<file path="src/rtl/regfile_wb_arbiter_pkg.sv">
// Shared types and constants for the register-file writeback arbiter.
// Build option: WB_RR_EN selects round-robin arbitration instead of
// fixed priority with the starvation override.
package regfile_wb_arbiter_pkg;

  localparam int REG_ADDR_W = 5;
  localparam int XLEN       = 32;
  localparam int NUM_REGS   = 32;

  typedef struct packed {
    logic [REG_ADDR_W-1:0] rd;
    logic [XLEN-1:0]       data;
  } wb_req_t;

  typedef enum logic {
    SRC_EXEC = 1'b0,
    SRC_LONG = 1'b1
  } wb_src_e;

  // x0 is hardwired to zero, so a transfer aimed at it writes nothing
  function automatic logic writes_reg(input logic [REG_ADDR_W-1:0] rd);
    return rd != '0;
  endfunction

endpackage

</file>
<file path="src/rtl/regfile_wb_arbiter_if.sv">
// Bus bundle between the writeback sources / issue logic and the
// arbiter. The master side drives requests and queries; the slave side
// (the arbiter) returns readies, busy bits and the regfile write port.
interface regfile_wb_arbiter_if;
  import regfile_wb_arbiter_pkg::*;

  logic                  wb0_valid;
  logic                  wb0_ready;
  logic [REG_ADDR_W-1:0] wb0_rd;
  logic [XLEN-1:0]       wb0_data;

  logic                  wb1_valid;
  logic                  wb1_ready;
  logic [REG_ADDR_W-1:0] wb1_rd;
  logic [XLEN-1:0]       wb1_data;

  logic                  issue_valid;
  logic [REG_ADDR_W-1:0] issue_rd;

  logic [REG_ADDR_W-1:0] rs1_q;
  logic [REG_ADDR_W-1:0] rs2_q;
  logic [REG_ADDR_W-1:0] rdq;
  logic                  rs1_busy;
  logic                  rs2_busy;
  logic                  rd_busy;

  logic                  regwrite_o;
  logic [REG_ADDR_W-1:0] rd_o;
  logic [XLEN-1:0]       writedata_o;

  modport master (
    output wb0_valid, wb0_rd, wb0_data,
    output wb1_valid, wb1_rd, wb1_data,
    output issue_valid, issue_rd,
    output rs1_q, rs2_q, rdq,
    input  wb0_ready, wb1_ready,
    input  rs1_busy, rs2_busy, rd_busy,
    input  regwrite_o, rd_o, writedata_o
  );

  modport slave (
    input  wb0_valid, wb0_rd, wb0_data,
    input  wb1_valid, wb1_rd, wb1_data,
    input  issue_valid, issue_rd,
    input  rs1_q, rs2_q, rdq,
    output wb0_ready, wb1_ready,
    output rs1_busy, rs2_busy, rd_busy,
    output regwrite_o, rd_o, writedata_o
  );

endinterface

</file>
<file path="src/rtl/regfile_wb_arbiter_scoreboard.sv">
// Per-register pending-write scoreboard. A bit is set when an instruction
// with that destination issues and cleared on the edge that retires the
// regfile write; a simultaneous set wins so a re-issue is never lost.
module wb_scoreboard
  import regfile_wb_arbiter_pkg::*;
(
  input  logic                  clk_wb_arbiter,
  input  logic                  reset_wb_arbiter,
  input  logic                  set_valid,
  input  logic [REG_ADDR_W-1:0] set_rd,
  input  logic                  clr_valid,
  input  logic [REG_ADDR_W-1:0] clr_rd,
  input  logic [REG_ADDR_W-1:0] rs1_q,
  input  logic [REG_ADDR_W-1:0] rs2_q,
  input  logic [REG_ADDR_W-1:0] rdq,
  output logic                  rs1_busy,
  output logic                  rs2_busy,
  output logic                  rd_busy
);

  logic [NUM_REGS-1:1] busy;
  logic [NUM_REGS-1:0] busy_vec;

  // set/clear each tracked register; x0 has no storage at all
  always_ff @(posedge clk_wb_arbiter or negedge reset_wb_arbiter) begin
    if (!reset_wb_arbiter) begin
      busy <= '0;
    end else begin
      for (int i = 1; i < NUM_REGS; i++) begin
        if (set_valid && (set_rd == REG_ADDR_W'(i))) begin
          busy[i] <= 1'b1;
        end else if (clr_valid && (clr_rd == REG_ADDR_W'(i))) begin
          busy[i] <= 1'b0;
        end
      end
    end
  end

  // query ports read a vector whose bit 0 is tied low
  always_comb begin
    busy_vec = {busy, 1'b0};
    rs1_busy = busy_vec[rs1_q];
    rs2_busy = busy_vec[rs2_q];
    rd_busy  = busy_vec[rdq];
  end

endmodule

</file>
<file path="src/rtl/regfile_wb_arbiter.sv">
// Writeback arbiter for the 32x32 register file. Source 0 is the execute
// pipeline, source 1 the long-latency unit. The winner is registered one
// cycle ahead of the regfile write port, and a busy scoreboard tracks
// pending destinations for the issue stage.
// Build option: WB_RR_EN -> round-robin arbitration (no starvation counter).
module regfile_wb_arbiter
  import regfile_wb_arbiter_pkg::*;
#(
  parameter int STARVE_MAX = 4
) (
  input  logic               clk_wb_arbiter,
  input  logic               reset_wb_arbiter,
  regfile_wb_arbiter_if.slave wb
);

  if ((STARVE_MAX < 1) || (STARVE_MAX > 15)) begin : g_bad_starve_max
    $error("STARVE_MAX must be in 1..15");
  end

  wb_req_t               req0;
  wb_req_t               req1;
  wb_req_t               win_req;
  logic                  grant0;
  logic                  grant1;
  logic                  xfer;

  logic                  regwrite_q;
  logic [REG_ADDR_W-1:0] rd_q;
  logic [XLEN-1:0]       data_q;

`ifdef WB_RR_EN
  wb_src_e               rr_ptr;
`else
  logic [3:0]            starve_cnt;
  logic                  starve_hit;
  assign starve_hit = (starve_cnt == 4'(STARVE_MAX));
`endif

  assign req0 = '{rd: wb.wb0_rd, data: wb.wb0_data};
  assign req1 = '{rd: wb.wb1_rd, data: wb.wb1_data};

  // grant selection; nothing is granted while reset is held
  always_comb begin
    grant0 = 1'b0;
    grant1 = 1'b0;
`ifdef WB_RR_EN
    if (wb.wb0_valid && wb.wb1_valid) begin
      grant0 = (rr_ptr == SRC_EXEC);
      grant1 = (rr_ptr == SRC_LONG);
    end else begin
      grant0 = wb.wb0_valid;
      grant1 = wb.wb1_valid;
    end
`else
    grant1 = wb.wb1_valid && (!wb.wb0_valid || starve_hit);
    grant0 = wb.wb0_valid && !grant1;
`endif
    if (!reset_wb_arbiter) begin
      grant0 = 1'b0;
      grant1 = 1'b0;
    end
  end

  assign xfer    = grant0 || grant1;
  assign win_req = grant1 ? req1 : req0;

  assign wb.wb0_ready = grant0;
  assign wb.wb1_ready = grant1;

`ifdef WB_RR_EN
  // preferred source flips only when both contend
  always_ff @(posedge clk_wb_arbiter or negedge reset_wb_arbiter) begin
    if (!reset_wb_arbiter) begin
      rr_ptr <= SRC_EXEC;
    end else if (wb.wb0_valid && wb.wb1_valid) begin
      rr_ptr <= (rr_ptr == SRC_EXEC) ? SRC_LONG : SRC_EXEC;
    end
  end
`else
  // count consecutive denials of a waiting long-latency source
  always_ff @(posedge clk_wb_arbiter or negedge reset_wb_arbiter) begin
    if (!reset_wb_arbiter) begin
      starve_cnt <= '0;
    end else if (wb.wb1_valid && !grant1) begin
      if (starve_cnt != 4'hF) begin
        starve_cnt <= starve_cnt + 4'd1;
      end
    end else begin
      starve_cnt <= '0;
    end
  end
`endif

  // output stage: one registered write per granted non-x0 transfer
  always_ff @(posedge clk_wb_arbiter or negedge reset_wb_arbiter) begin
    if (!reset_wb_arbiter) begin
      regwrite_q <= 1'b0;
      rd_q       <= '0;
      data_q     <= '0;
    end else if (xfer && writes_reg(win_req.rd)) begin
      regwrite_q <= 1'b1;
      rd_q       <= win_req.rd;
      data_q     <= win_req.data;
    end else begin
      regwrite_q <= 1'b0;
    end
  end

  assign wb.regwrite_o  = regwrite_q;
  assign wb.rd_o        = rd_q;
  assign wb.writedata_o = data_q;

  wb_scoreboard u_scoreboard (
    .clk_wb_arbiter   (clk_wb_arbiter),
    .reset_wb_arbiter (reset_wb_arbiter),
    .set_valid        (wb.issue_valid),
    .set_rd           (wb.issue_rd),
    .clr_valid        (regwrite_q),
    .clr_rd           (rd_q),
    .rs1_q            (wb.rs1_q),
    .rs2_q            (wb.rs2_q),
    .rdq              (wb.rdq),
    .rs1_busy         (wb.rs1_busy),
    .rs2_busy         (wb.rs2_busy),
    .rd_busy          (wb.rd_busy)
  );

endmodule

</file>
<file path="src/flat_wrapper.sv">
// flat-port wrapper written by rule: the top's interface ports become plain ports
module regfile_wb_arbiter_flat import regfile_wb_arbiter_pkg::*;
#(
  parameter int STARVE_MAX = 4
)
  (clk_wb_arbiter, reset_wb_arbiter, wb_wb0_valid, wb_wb0_rd, wb_wb0_data, wb_wb1_valid, wb_wb1_rd, wb_wb1_data, wb_issue_valid, wb_issue_rd, wb_rs1_q, wb_rs2_q, wb_rdq, wb_wb0_ready, wb_wb1_ready, wb_rs1_busy, wb_rs2_busy, wb_rd_busy, wb_regwrite_o, wb_rd_o, wb_writedata_o);
  regfile_wb_arbiter_if wb_i ();
  input  logic clk_wb_arbiter;
  input  logic reset_wb_arbiter;
  input wire logic [$bits(wb_i.wb0_valid)-1:0] wb_wb0_valid;
  input wire logic [$bits(wb_i.wb0_rd)-1:0] wb_wb0_rd;
  input wire logic [$bits(wb_i.wb0_data)-1:0] wb_wb0_data;
  input wire logic [$bits(wb_i.wb1_valid)-1:0] wb_wb1_valid;
  input wire logic [$bits(wb_i.wb1_rd)-1:0] wb_wb1_rd;
  input wire logic [$bits(wb_i.wb1_data)-1:0] wb_wb1_data;
  input wire logic [$bits(wb_i.issue_valid)-1:0] wb_issue_valid;
  input wire logic [$bits(wb_i.issue_rd)-1:0] wb_issue_rd;
  input wire logic [$bits(wb_i.rs1_q)-1:0] wb_rs1_q;
  input wire logic [$bits(wb_i.rs2_q)-1:0] wb_rs2_q;
  input wire logic [$bits(wb_i.rdq)-1:0] wb_rdq;
  output wire logic [$bits(wb_i.wb0_ready)-1:0] wb_wb0_ready;
  output wire logic [$bits(wb_i.wb1_ready)-1:0] wb_wb1_ready;
  output wire logic [$bits(wb_i.rs1_busy)-1:0] wb_rs1_busy;
  output wire logic [$bits(wb_i.rs2_busy)-1:0] wb_rs2_busy;
  output wire logic [$bits(wb_i.rd_busy)-1:0] wb_rd_busy;
  output wire logic [$bits(wb_i.regwrite_o)-1:0] wb_regwrite_o;
  output wire logic [$bits(wb_i.rd_o)-1:0] wb_rd_o;
  output wire logic [$bits(wb_i.writedata_o)-1:0] wb_writedata_o;
  assign wb_i.wb0_valid = wb_wb0_valid;
  assign wb_i.wb0_rd = wb_wb0_rd;
  assign wb_i.wb0_data = wb_wb0_data;
  assign wb_i.wb1_valid = wb_wb1_valid;
  assign wb_i.wb1_rd = wb_wb1_rd;
  assign wb_i.wb1_data = wb_wb1_data;
  assign wb_i.issue_valid = wb_issue_valid;
  assign wb_i.issue_rd = wb_issue_rd;
  assign wb_i.rs1_q = wb_rs1_q;
  assign wb_i.rs2_q = wb_rs2_q;
  assign wb_i.rdq = wb_rdq;
  assign wb_wb0_ready = wb_i.wb0_ready;
  assign wb_wb1_ready = wb_i.wb1_ready;
  assign wb_rs1_busy = wb_i.rs1_busy;
  assign wb_rs2_busy = wb_i.rs2_busy;
  assign wb_rd_busy = wb_i.rd_busy;
  assign wb_regwrite_o = wb_i.regwrite_o;
  assign wb_rd_o = wb_i.rd_o;
  assign wb_writedata_o = wb_i.writedata_o;
  regfile_wb_arbiter #(.STARVE_MAX(STARVE_MAX)) u_core (.clk_wb_arbiter(clk_wb_arbiter), .reset_wb_arbiter(reset_wb_arbiter), .wb(wb_i));
endmodule
</file>
<file path="config.mk">
export PLATFORM = sky130hd
export DESIGN_NAME = regfile_wb_arbiter_flat
export DESIGN_NICKNAME = d
export VERILOG_FILES = /design/src/rtl/regfile_wb_arbiter_pkg.sv /design/src/rtl/regfile_wb_arbiter_if.sv /design/src/rtl/regfile_wb_arbiter_scoreboard.sv /design/src/rtl/regfile_wb_arbiter.sv /design/src/flat_wrapper.sv
export SDC_FILE = /design/constraint.sdc
export NUM_CORES = 1
export LEC_CHECK = 0
export CAP_MARGIN = 25
export CORE_ASPECT_RATIO = 0.8
export CORE_MARGIN = 1
export CORE_UTILIZATION = 30
export DETAILED_ROUTE_END_ITERATION = 8
export GPL_TIMING_DRIVEN = 0
export SLEW_MARGIN = 40
export SYNTH_ARGS = -nofsm -noshare
export SYNTH_HDL_FRONTEND = slang
export SYNTH_SLANG_ARGS = --single-unit
</file>
<file path="constraint.sdc">
create_clock -name clk_wb_arbiter -period 2.1 [get_ports clk_wb_arbiter]
set_clock_uncertainty 0.05 [all_clocks]
set_input_delay 0.42 -clock clk_wb_arbiter [delete_from_list [all_inputs] [get_ports clk_wb_arbiter]]
set_output_delay 0.42 -clock clk_wb_arbiter [all_outputs]
set_load 0.005 [all_outputs]
</file>
==> results.md <==
* Outcome: finished with violations
* Failing checks: DRC, setup timing
* HPWL after DPL at ~10 mm
* Root buffer cell: clkbuf_16
* Fin cells at just over 700
* Drt wl/cell at between 15 and 20 um
* Final antenna-violating net count at 0
* Post-route DRC at 2
* Post-synth top flop: dfrtp_1
* Post-synth ARST share at 1.00
* Syn Std Cell Area at roughly 4400 sq um
* Number of global-route vias before repair at approximately 3,800
* Die span in y at ~110 um
* VDD IR-drop max at just over 0.0005 V
* PwrDens at ~930 nW/um^2
* Drt via density at slightly above 5
* Critical path peak fanout at 2
* Critical Path RT at around 1600 ps
* Initial antenna violation count at 0
* Initial core utilization at 0.307
* Tcrit/Tclk final at 1.14
* Proportion of layout cells with a drive suffix above 1 at 0.308
* Mapped Avg Cell Area at roughly 12 sq um
* Seq/Total Area, Yosys at 0.418
* Post-synth EDFFs at 0
* Yosys reg bits at 73
* H-Tree Depth at 3
* FP Rows at 39
* Clock Sinks at 73
* Worst Slack Setup Final at -285 ps
* FF-to-FF path depth at 9
* Synth area leaders: dfrtp_1 (42%), mux2_2 (9.8%), mux4_2 (9.8%), mux2_4 (9.6%), o21ai_0 (3.9%)
* Dpl ws at -994 ps
* Mapped Nets at 460
* Die ar. at about 15,000 sq um
* # setup viols final at 32
* Clock slew at reported path FFs at ~60 ps
* Vias at roughly 3,700
* Overflow after GRT at 0
* Chip width at 137 um
* Core area at roughly 14,000 sq um
* Final net count at 636
* Final Hold Vio Count at 0
* P_leak at between 2 and 3 nW
* # diodes at 0
* Post-synthesis cell type count at 42
* Gr usage total at 0.186
* Yosys warns at 0
* Worst EP arrival at between 1500 and 2000 ps
* FILL cells at about 1,300
* Final count of pins violating max slew at 0
* Worst slew margin at 0.649
* Max-Cap Viols at 0
* Min cycle time layout at about 2400 ps
* Area leader, netlist: dfrtp_1
* Largest net degree at the start of global routing at 27
* Placer Congestion at ~0.90
* DP Cell Count at 680
* Hold Crit Class: input port to asynchronous set/reset pin
* Worst slew pin tran at about 530 ps
* # port buffers at 136
* Num ports at between 100 and 150
* DR iter-0 viols at 280
* TritonRoute pass-1 iters at 6
* RSZ-0062 raised after global routing: true
* Crit path launch type: register
* CP Capture Type: output pin
* Area occupied by multi-input gates at 2520 sq um
* TritonCTS buffer count at 9
* Mapped Cells at around 360
* Longest Clk Path Bufs at 2
* Clk Latency, worst-skew pair at 330 ps
* Share of the synthesized area in the top cell type at 0.418
* First-pass GRT wire length at roughly 21 mm
* CTS tree: yes
* Post-Route WL at 13.4 mm
* Setup CP Type: register to output pin
* Area Overhead vs Synth at 55.1%
* FF+latch area at 1830 sq um
* Max Clk Rate at 419 MHz
-- layout make-up --
cell class,count,area share
multi-input combinational,270,0.372
sequential,73,0.269
timing repair buffer,165,0.250
clock buffer,10,0.0352
tap,184,0.0339
buffer,13,0.0192
clock inverter,5,0.0188
inverter,3,0.00166
-- stage by stage --
step	util	hold WS, ps	area (sq um)	total power [mW]	setup TNS (ps)
after detailed placement	0.421	251	6000	4.16	-25040
after global placement	0.419	421	5970	4.09	-298600
after CTS	0.468	141	6670	6.25	-879
final	0.476	136	6780	6.32	-1850
after global routing	0.476	145	6780	6.63	-6050
after floorplan	-	74.4	4380	3.19	0
-- what timing repair did --
| item | in CTS | in global routing |
|---|---|---|
| hold endpoints to repair | 24 | 0 |
| gates cloned | 2 | 2 |
| pin swaps | 10 | 7 |
| gates resized for setup | 55 | 14 |
| hold buffers | 3 | 0 |
| setup buffers | 16 | 5 |
| setup endpoints to repair | 42 | 38 |
-- cells by family after synthesis --
logic type               synth area share
AO/OA/AOI/OAI                       0.106
multiplexers                        0.343
flip-flops                          0.418
AND/OR/NAND/NOR                     0.103
adder cells (fa/ha/maj)           0.00572
XOR/XNOR                          0.00200
buffers and inverters              0.0218
-- registers in the layout, summed over array words and instances (netlist names) --
signal	flops
u_core.starve_cnt	4
u_core.u_scoreboard.busy	31
u_core.wb.rd_o	5
u_core.wb.regwrite_o	1
u_core.wb.writedata_o	32
-- layer usage --
layer  routed length, um  vias to the layer above  global-route usage
met5                   0                        -                   0
met4                 155                        0              0.0455
met3                1150                       13              0.0498
met2                6290                      123               0.294
met1                5810                     1883               0.252
li1                    -                     1723                   -
-- synthesized netlist by cell type, types with 7 or more instances --
library cell / number
nand3_1: 9
mux2_4: 28
mux4_2: 19
mux2_1: 9
buf_2: 10
o21ai_0: 34
o21ai_1: 31
dfrtp_1: 73
mux2_2: 38
nor3b_1: 7
mux2i_1: 10
nand2b_1: 12
nand2_1: 16
nor2_1: 10
-- where the power goes --
| part | switching [mW] | total (mW) | internal, mW |
|---|---|---|---|
| logic | 0.758 | 2.13 | 1.37 |
| clock network | 0.585 | 1.89 | 1.31 |
| registers | 0.474 | 2.31 | 1.83 |
-- path summary, 6_finish.rpt --
path	end	from	slack, ps
setup / recovery	wb_rd_busy	u_core.u_scoreboard.busy[20]	-280
hold / removal	u_core.wb.writedata_o[14]	reset_wb_arbiter	140
setup reg to reg	u_core.wb.writedata_o[23]	u_core.starve_cnt[0]	-60
hold reg to reg	u_core.wb.writedata_o[10]	u_core.wb.writedata_o[10]	450
max in group asynchronous	u_core.starve_cnt[1]	reset_wb_arbiter	1170
min in group clk_wb_arbiter	u_core.wb.writedata_o[10]	u_core.wb.writedata_o[10]	450
-- critical path: stages, from the launching register on --
cell     delay (ps)
dfrtp_1         430
buf_6           140
mux4_2          480
nor3b_2         170
o21ai_1          60
and3_1          170
buf_2           120
-- layout by cell type (no fill, tap or decap), drive strengths merged, types with 2 or more instances in the layout --
cell type      count
clkdlybuf4s50    120
mux2              75
dfrtp             73
o21ai             67
buf               42
mux4              19
nand2             16
clkbuf            13
nand2b            12
mux2i             11
nor2              10
dlygate4sd2       10
nand3              9
nor3b              7
nor2b              5
a31oi              4
nand4b             4
bufinv             4
inv                3
o211ai             3
or2                3
or4                2
nand3b             2
or3b               2
and3               2
nand4              2
a21oi              2
o32ai              2
ha                 2
Note: power is estimated with default switching activity, not from simulation.
